--- src/rtl/motor_drv_pkg.sv ---
// Shared definitions for the N-phase half-bridge gate driver.
// Holds the per-phase command encoding, the phase FSM state type and the
// default dead-time length used by the driver and its per-phase sub-module.
package motor_drv_pkg;

    // Per-phase command encoding on down1_up2i
    localparam logic [1:0] CMD_OFF  = 2'd0;
    localparam logic [1:0] CMD_DOWN = 2'd1;
    localparam logic [1:0] CMD_UP   = 2'd2;
    localparam logic [1:0] CMD_ILL  = 2'd3;

    // Default number of both-off cycles after a side turns off
    localparam int unsigned DEAD_CYC_DEFAULT = 8;
    localparam int unsigned DW_DEFAULT       = 8;

    // Phase states: IDLE (both off), HIGH (high side on), LOW (low side on),
    // DEAD (both off, counting out the dead time)
    typedef enum logic [1:0] {
        StIdle = 2'd0,
        StHigh = 2'd1,
        StLow  = 2'd2,
        StDead = 2'd3
    } phase_state_e;

endpackage

--- src/rtl/motor_halfbridge_deadtime_phase.sv ---
// One half-bridge leg: phase FSM, dead-time counter and registered gate outputs.
// Ports:
//   clk        in   1   clock
//   rst        in   1   synchronous reset, active-high
//   cmd        in   2   0=off 1=down 2=up 3=illegal (treated as off)
//   force_dead in   1   fault active: park in DEAD with the counter reloaded
//   hin        out  1   high-side gate, 1=on
//   nlin       out  1   low-side gate, 0=on
//   dead       out  1   1 while in dead time
module motor_halfbridge_deadtime_phase
    import motor_drv_pkg::*;
#(
    parameter int unsigned DEAD_CYC = DEAD_CYC_DEFAULT,
    parameter int unsigned DW       = DW_DEFAULT
) (
    input  logic       clk,
    input  logic       rst,
    input  logic [1:0] cmd,
    input  logic       force_dead,
    output logic       hin,
    output logic       nlin,
    output logic       dead
);

    // Counter starts at DEAD_CYC-1 and leaves DEAD on the edge after it hits 0,
    // giving exactly DEAD_CYC both-off cycles.
    localparam logic [DW-1:0] DEAD_LOAD = DW'(DEAD_CYC - 1);

    phase_state_e    state_q, state_d;
    logic [DW-1:0]   cnt_q, cnt_d;
    logic            hin_q, nlin_q, dead_q;

    always_comb begin
        state_d = state_q;
        cnt_d   = cnt_q;
        if (force_dead) begin
            state_d = StDead;
            cnt_d   = DEAD_LOAD;
        end else begin
            unique case (state_q)
                StIdle: begin
                    if (cmd == CMD_UP) begin
                        state_d = StHigh;
                    end else if (cmd == CMD_DOWN) begin
                        state_d = StLow;
                    end
                end
                StHigh: begin
                    if (cmd != CMD_UP) begin
                        state_d = StDead;
                        cnt_d   = DEAD_LOAD;
                    end
                end
                StLow: begin
                    if (cmd != CMD_DOWN) begin
                        state_d = StDead;
                        cnt_d   = DEAD_LOAD;
                    end
                end
                StDead: begin
                    if (cnt_q != '0) begin
                        cnt_d = cnt_q - 1'b1;
                    end else if (cmd == CMD_UP) begin
                        state_d = StHigh;
                    end else if (cmd == CMD_DOWN) begin
                        state_d = StLow;
                    end else begin
                        state_d = StIdle;
                    end
                end
                default: begin
                    state_d = StIdle;
                    cnt_d   = '0;
                end
            endcase
        end
    end

    // Gate outputs are decoded from the next state so they are glitch-free
    // registers with one clock of command latency.
    always_ff @(posedge clk) begin
        if (rst) begin
            state_q <= StIdle;
            cnt_q   <= '0;
            hin_q   <= 1'b0;
            nlin_q  <= 1'b1;
            dead_q  <= 1'b0;
        end else begin
            state_q <= state_d;
            cnt_q   <= cnt_d;
            hin_q   <= (state_d == StHigh);
            nlin_q  <= (state_d != StLow);
            dead_q  <= (state_d == StDead);
        end
    end

    assign hin  = hin_q;
    assign nlin = nlin_q;
    assign dead = dead_q;

endmodule

--- src/rtl/motorn_halfbridge_deadtime_driver.sv ---
// N-phase half-bridge gate driver with dead-time insertion and latched fault
// shutdown, for IRS2007S-class gate drivers.
// Ports:
//   clkI        in   1      clock
//   rstI        in   1      synchronous reset, active-high
//   down1_up2i  in   2*NPH  per-phase cmd, bits[2p+1:2p]: 0=off 1=down 2=up 3=illegal
//   fltI        in   1      external fault, active-high
//   fltClrI     in   1      fault-latch clear request (level)
//   HinO        out  NPH    high-side gates, 1=on
//   nLinO       out  NPH    low-side gates, 0=on
//   deadO       out  NPH    1 while the phase is in dead time
//   fltLatchO   out  1      1 while the fault is latched
//   illegalO    out  1      sticky flag: a cmd==3 was seen (cleared by reset only)
module motorn_halfbridge_deadtime_driver
    import motor_drv_pkg::*;
#(
    parameter int unsigned NPH      = 3,
    parameter int unsigned DEAD_CYC = DEAD_CYC_DEFAULT,
    parameter int unsigned DW       = DW_DEFAULT
) (
    input  logic             clkI,
    input  logic             rstI,
    input  logic [2*NPH-1:0] down1_up2i,
    input  logic             fltI,
    input  logic             fltClrI,
    output logic [NPH-1:0]   HinO,
    output logic [NPH-1:0]   nLinO,
    output logic [NPH-1:0]   deadO,
    output logic             fltLatchO,
    output logic             illegalO
);

    logic flt_latch_q, flt_latch_d;
    logic illegal_q, illegal_d;
    logic force_dead;
    logic any_ill;

    // A fault parks the phases on the same edge it is sampled and keeps them
    // parked while latched; the edge that clears the latch still reloads the
    // counters, so every phase counts a full dead time after the clear.
    assign force_dead  = fltI | flt_latch_q;
    assign flt_latch_d = fltI | (flt_latch_q & ~fltClrI);

    always_comb begin
        any_ill = 1'b0;
        for (int p = 0; p < int'(NPH); p++) begin
            if (down1_up2i[2*p +: 2] == CMD_ILL) begin
                any_ill = 1'b1;
            end
        end
    end

    assign illegal_d = illegal_q | any_ill;

    always_ff @(posedge clkI) begin
        if (rstI) begin
            flt_latch_q <= 1'b0;
            illegal_q   <= 1'b0;
        end else begin
            flt_latch_q <= flt_latch_d;
            illegal_q   <= illegal_d;
        end
    end

    for (genvar p = 0; p < int'(NPH); p++) begin : g_phase
        motor_halfbridge_deadtime_phase #(
            .DEAD_CYC (DEAD_CYC),
            .DW       (DW)
        ) u_phase (
            .clk        (clkI),
            .rst        (rstI),
            .cmd        (down1_up2i[2*p +: 2]),
            .force_dead (force_dead),
            .hin        (HinO[p]),
            .nlin       (nLinO[p]),
            .dead       (deadO[p])
        );
    end

    assign fltLatchO = flt_latch_q;
    assign illegalO  = illegal_q;

endmodule
--- config.mk ---
export PLATFORM = sky130hd
export DESIGN_NAME = motorn_halfbridge_deadtime_driver
export DESIGN_NICKNAME = d
export VERILOG_FILES = /design/src/rtl/motor_drv_pkg.sv /design/src/rtl/motor_halfbridge_deadtime_phase.sv /design/src/rtl/motorn_halfbridge_deadtime_driver.sv
export SDC_FILE = /design/constraint.sdc
export NUM_CORES = 1
export LEC_CHECK = 0
export CORE_MARGIN = 2
export CORE_UTILIZATION = 45
export CTS_CLUSTER_DIAMETER = 60
export DETAILED_ROUTE_END_ITERATION = 6
export PLACE_DENSITY = 0.73
export SLEW_MARGIN = 20
export SYNTH_ARGS = -nofsm -noshare
export SYNTH_HDL_FRONTEND = slang
export SYNTH_SLANG_ARGS = --single-unit
--- constraint.sdc ---
create_clock -name clkI -period 3.6 [get_ports clkI]
set_clock_uncertainty 0.2 [all_clocks]
set_input_delay 0.54 -clock clkI [delete_from_list [all_inputs] [get_ports clkI]]
set_output_delay 0.54 -clock clkI [all_outputs]
set_load 0.1 [all_outputs]
==> metrics, run 1 <==
status=finished, final reports clean; CTS buffer count=5; number of max-cap violations=0; clock power share=27.3%; Area Growth Syn to Fin=10.6%; most frequent cells in the layout=41 x dfxtp_1, 32 x nor2_1, 25 x inv_1, 23 x nand2_1, 20 x clkdlybuf4s50_1; sequential fraction of design power=39.7%; switching power=469 uW; max_slew headroom=a little over a third; PD cells=~440 nW/um2; Final Cycle Share=70.9%; clk_lat worst skew=0.29 ns; Overflow after GRT=0; Slew Limit Fails=0; Final Cell Area=2960 um2; FFs w/ async S/R, synth=0%; vias in the first global route=approximately 2100; Crit Path Max Fanout=6; H-tree lvl count=2; postcts setup bufs=0; Combinational Power Share=32.9%; sw frac=35.7%; GRT Overall Usage=18.0%; Area after DPL=2860 um2; Ys Warns=0; CP arrival=2.55 ns; Unique masters post-synth=56; Final HPWL DP=3990 um; CP Class=in2reg; Die Width=81.1 um; Vias per Instance=5.75; Die H=81.1 um; CP max stage cell=clkdlybuf4s50_1; Routed Wire Length=5560 um; Max Clock Freq=0.392 GHz; die area=6580 um2; internal power=~840 uW; CP max stage delay=0.59 ns; Pre-Repair DR Iteration Count=4; RSZ-0062 raised after global routing=no; syn nets=352; buffers and inverters on the worst path=2; initial antenna violation count=0; R2R depth=6; CP startpoint kind=input pin; CTS tree=yes; sequential area share after synthesis=slightly above 30%; final-report hold violation count=0; CP required=about 3.6 ns; number of synthesized register bits=slightly above 40; Post-Syn Instances=327; vias=about 2300; worst vdd ir=between 0.2 and 0.25 mV; CTS Buffer Depth=2; Place WS=approximately 0.75 ns; Crit path max-delay family=buffers and inverters; Syn Std Cell Area=2680 um2; critical path depth=6; CP Capture Type=flip-flop; clk sinks=41; antenna-violating nets left=0; GP Congestion=0.880; num ports=21; cts hold-fix bufs=0; Initial Util=45.7%; clk slew on worst S/H paths=0.08 ns; number of enable flip-flop cells after synthesis=0; Cell Chain, Critical Path=clkdlybuf4s50_1 > inv_1 > maj3_1 > o22a_1 > or4_1 > a2111oi_2; largest net degree at the start of global routing=26; worst min-delay path category=reg2reg; Port Buffer Count=20; Ant. Diodes=0; # DRC=0; most common cell after layout, fill and taps aside=dfxtp_1; # setup viols final=0; Fillers=570; core area=between 5000 and 6000 um2; layout cells sized above 1=between 5 and 6%; starting DRC count in detailed routing=90; TNS Setup=0 ns; final worst setup slack=roughly 1.0 ns; syn avg cell area=8.18 um2; CTS root buf=clkbuf_8; first-pass GRT wire length=roughly 9400 um; nets=358; LEAKAGE=0.00112 uW; Total Power=1310 uW; Main synth FF type=dfxtp_1; Slew @ Worst Pin=0.968 ns; WL/cell=13.6 um; row count=28; crit path time final=about 2.6 ns; post-CTS resize count=0; Worst Hold Depth=1
==> area by class of cell <==
cell class                      count  area [um2]  share of cell area [%]
Inverter                           25        93.8                    3.17
Tap cell                           75        93.8                    3.17
Timing Repair Buffer               22         215                    7.27
Clock inverter                      2        35.0                    1.18
Multi-Input combinational cell    238        1630                    55.2
Clock buffer                        5        68.8                    2.32
Sequential cell                    41         821                    27.7
==> cell families after synthesis <==
kind of cell / synth area share [%]
XOR/XNOR: 3.60
adder cells (fa/ha/maj): 8.51
flip-flops: 30.7
buffers and inverters: 8.32
AND/OR/NAND/NOR: 27.8
multiplexers: 1.50
AO/OA/AOI/OAI: 19.6
==> sequential cells by signal, summed over array words and instances, names as in the netlist <==
signal	cells
fltLatchO	1
g_phase.u_phase.dead	3
g_phase.u_phase.cnt_q	24
g_phase.u_phase.hin	3
illegalO	1
g_phase.u_phase.state_q	6
g_phase.u_phase.nlin	3
==> per-stage QoR <==
step	hold WS (ns)	std cells	util (%)
after global placement	0.296	401	48.8
after detailed placement	0.302	401	48.8
after floorplan	0.271	327	-
final	0.309	408	50.6
after global routing	0.330	408	50.6
after CTS	0.313	408	50.6
==> metal layers <==
metal / vias up / GRT usage (%) / wire length [um]
met5: - / 0 / 0
met4: 0 / 6.78 / 72
li1: 1199 / - / -
met1: 1081 / 24.7 / 2720
met2: 60 / 27.5 / 2470
met3: 8 / 4.11 / 291
==> path summary, 6_finish.rpt <==
path	start	to	slack, ns
worst min-delay path	g_phase[1].u_phase.cnt_q[0]	g_phase[1].u_phase.cnt_q[0]	0.31
worst min register to register	g_phase[1].u_phase.cnt_q[0]	g_phase[1].u_phase.cnt_q[0]	0.31
worst max-delay path	down1_up2i[1]	g_phase[0].u_phase.hin	1.05
worst max register to register	g_phase[0].u_phase.state_q[1]	g_phase[0].u_phase.hin	1.12
==> power groups by stage <==
stage               Sequential [uW]  Combinational [uW]  Clock (uW)
finish                          522                 432         359
global route                    527                 474         386
CTS                             521                 431         368
detailed placement              531                 429           0
global placement                531                 424           0
floorplan                       534                 348           0
==> synth_stat cells, types with 7 or more instances <==
library cell | count | area share (%)
a21oi_1 | 16 | 3.0
buf_4 | 9 | 2.5
clkbuf_1 | 11 | 1.5
dfxtp_1 | 41 | 31
ha_1 | 15 | 7.0
inv_1 | 25 | 3.5
nand2_1 | 23 | 3.2
nor2_1 | 32 | 4.5
nor2b_1 | 8 | 1.9
nor3_1 | 18 | 3.4
nor4_1 | 15 | 3.5
o21ai_0 | 8 | 1.5
or4_1 | 7 | 2.0
xnor2_1 | 7 | 2.3
No activity file was read; power rests on OpenSTA's default activity.
==> run 2: changes to the inputs <==
==> constraint.sdc (replaced) <==
create_clock -name clkI -period 2.5 [get_ports clkI]
set_clock_uncertainty 0.2 [all_clocks]
set_input_delay 0.375 -clock clkI [delete_from_list [all_inputs] [get_ports clkI]]
set_output_delay 0.375 -clock clkI [all_outputs]
set_load 0.1 [all_outputs]
==> run 2 against run 1 <==
Compared with the run above: design area is 7.9% higher; clock-buffer cell count did not move; highest routed layer unchanged; critical path depth decreased by 1; via count rose by 4.3%.
==> metrics, run 2 (synthesis results as in run 1) <==
Fillers=553 (was 570); Final HPWL DP=4630 um (was 3990 um); clk slew on worst S/H paths=0.08 ns (about the same); worst r2r src=g_phase[0].u_phase.cnt_q[3] (was g_phase[0].u_phase.state_q[1]); starting DRC count in detailed routing=133 (was 90); CP max stage delay=0.60 ns (was 0.59 ns); largest net degree at the start of global routing=26 (unchanged); nets=389 (was 358); clock power share=30.8% (was 27.3%); clk sinks=41 (unchanged); Routed Wire Length=6070 um (was 5560 um); sw frac=34.0% (was 35.7%); vias in the first global route=2316 (was 2086); crit path time final=2.38 ns; status=finished, final reports clean (unchanged); CTS Buffer Depth=2 (unchanged); Slew @ Worst Pin=0.619 ns (was 0.968 ns); # setup viols final=0 (unchanged); Combinational Power Share=33.3% (was 32.9%); Hold Path End=g_phase[0].u_phase.cnt_q[0] (was g_phase[1].u_phase.cnt_q[0]); clk_lat worst skew=0.30 ns (was 0.29 ns); H-tree lvl count=2 (unchanged); switching power=703 uW (was 469 uW); Slew Limit Fails=0 (unchanged); CP Class=reg2reg (was in2reg); postcts setup bufs=0 (unchanged); PD cells=647 nW/um2 (was 444 nW/um2); max_slew headroom=58.3% (was 35.2%); CTS root buf=clkbuf_8 (unchanged); Area Growth Syn to Fin=19.4% (was 10.6%); Port Buffer Count=20 (unchanged); CP Capture Type=flip-flop (unchanged); Place WS=-0.0901 ns (was 0.753 ns); Overflow after GRT=0 (unchanged); core area=5850 um2 (unchanged); most common cell after layout, fill and taps aside=buf_4 (was dfxtp_1); cts hold-fix bufs=0 (unchanged); Cell Chain, Critical Path=or4_4 > nor3_4 > mux2i_1 > or4_1 > a2111oi_2 (was clkdlybuf4s50_1 > inv_1 > maj3_1 > o22a_1 > or4_1 > a2111oi_2); vias=2449 (was 2348); biggest regs=g_phase.u_phase.cnt_q: 24 flops, g_phase.u_phase.state_q: 6 flops (unchanged); sequential fraction of design power=35.9% (was 39.7%); LEAKAGE=0.00130 uW (was 0.00112 uW); final worst setup slack=0.118 ns (was 1.05 ns); worst min-delay path category=reg2reg (unchanged); die area=6580 um2 (unchanged); post-CTS resize count=0 (unchanged); row count=28 (unchanged); CTS tree=yes (unchanged); Vias per Instance=5.57 (was 5.75); Initial Util=45.7% (unchanged); worst vdd ir=0.336 mV (was 0.215 mV); Die H=81.1 um (unchanged); Pre-Repair DR Iteration Count=4 (unchanged); Top Metal Used=met4 (unchanged); RSZ-0062 raised after global routing=no (unchanged); CP arrival=2.38 ns (was 2.55 ns); initial antenna violation count=0 (unchanged); num ports=21 (unchanged); met3 WL=223 um (was 291 um); # DRC=0 (unchanged); antenna-violating nets left=0 (unchanged); R2R depth=5 (was 6); layout cells sized above 1=16.7% (was 5.41%); Worst Hold Depth=1 (unchanged); Total Power=2070 uW (was 1310 uW); CP max stage cell=or4_4 (was clkdlybuf4s50_1); Ant. Diodes=0 (unchanged); number of max-cap violations=0 (unchanged); Max Clock Freq=0.420 GHz; R2R setup slack=0.12 ns (was 1.12 ns); Top reg by flops=g_phase.u_phase.cnt_q (unchanged); Crit Path Max Fanout=7 (was 6); hold path startpoint=g_phase[0].u_phase.cnt_q[0] (was g_phase[1].u_phase.cnt_q[0]); Largest register FFs=24 (unchanged); Final Cycle Share=95.3%; WL/cell=13.8 um (was 13.6 um); M1 WL=2860 um (was 2720 um); CP required=2.50 ns (was 3.60 ns); CP startpoint kind=flip-flop (was input pin); most frequent cells in the layout=44 x buf_4, 41 x dfxtp_1, 32 x nor2_1, 25 x inv_1, 23 x nand2_1 (was 41 x dfxtp_1, 32 x nor2_1, 25 x inv_1, 23 x nand2_1, 20 x clkdlybuf4s50_1); met2 routed WL=2890 um (was 2470 um); CTS buffer count=5 (unchanged); FF-to-FF End=g_phase[0].u_phase.hin (unchanged); internal power=1360 uW (was 845 uW); GP Congestion=0.850 (was 0.880); first-pass GRT wire length=10200 um (was 9420 um); GRT Overall Usage=19.9% (was 18.0%); Die Width=81.1 um (unchanged); worst setup path start=g_phase[0].u_phase.cnt_q[3] (was down1_up2i[1]); final-report hold violation count=0 (unchanged)
[run 2: how the worst max path moves through the flow]
stage and to:
6_report g_phase[0].u_phase.hin, 5_1_grt g_phase[0].u_phase.hin, 4_1_cts g_phase[0].u_phase.hin, 3_5_place_dp g_phase[0].u_phase.hin, 3_3_place_gp g_phase[0].u_phase.hin, 2_1_floorplan g_phase[0].u_phase.hin
[run 2: cell type report]
type | count | area (um2) | area share, %
inverter | 25 | 93.8 | 2.94
sequential | 41 | 821 | 25.7
timing repair buffer | 53 | 420 | 13.2
clock buffer | 5 | 68.8 | 2.15
multi-input combinational | 238 | 1630 | 51.1
clock inverter | 3 | 65.1 | 2.04
tap | 75 | 93.8 | 2.94
[run 2: metrics by stage]
| step | instances | area [um2] | hold WS [ns] | setup TNS [ns] | util, % |
|---|---|---|---|---|---|
| 3_3_place_gp | 432 | 3060 | 0.299 | -0.0540 | 52.3 |
| 2_1_floorplan | 327 | 2680 | 0.271 | 0 | - |
| 6_report | 440 | 3200 | 0.314 | 0 | 54.6 |
| 5_1_grt | 440 | 3200 | 0.345 | 0 | 54.6 |
| 3_5_place_dp | 432 | 3060 | 0.302 | -0.160 | 52.3 |
| 4_1_cts | 440 | 3200 | 0.316 | 0 | 54.6 |
[run 2: power groups by stage]
stage,Sequential (uW),Clock [uW],Combinational [uW]
2_1_floorplan,769,0,501
4_1_cts,742,652,688
3_5_place_dp,757,0,683
5_1_grt,750,674,752
3_3_place_gp,756,0,672
6_report,742,636,689
[run 2: critical path, delay by kind of cell (launching register included)]
kind | cells | cell delay [ns]
and+or+nand+nor | 3 | 1.28
AOI/OAI and AO/OA | 1 | 0.32
muxes | 1 | 0.13
DFF | 1 | 0.36
[run 2: per-layer routing]
layer	vias up	GRT usage, %
met3	12	3.67
met5	-	0
met4	0	6.61
met2	47	33.6
li1	1255	-
met1	1135	25.4
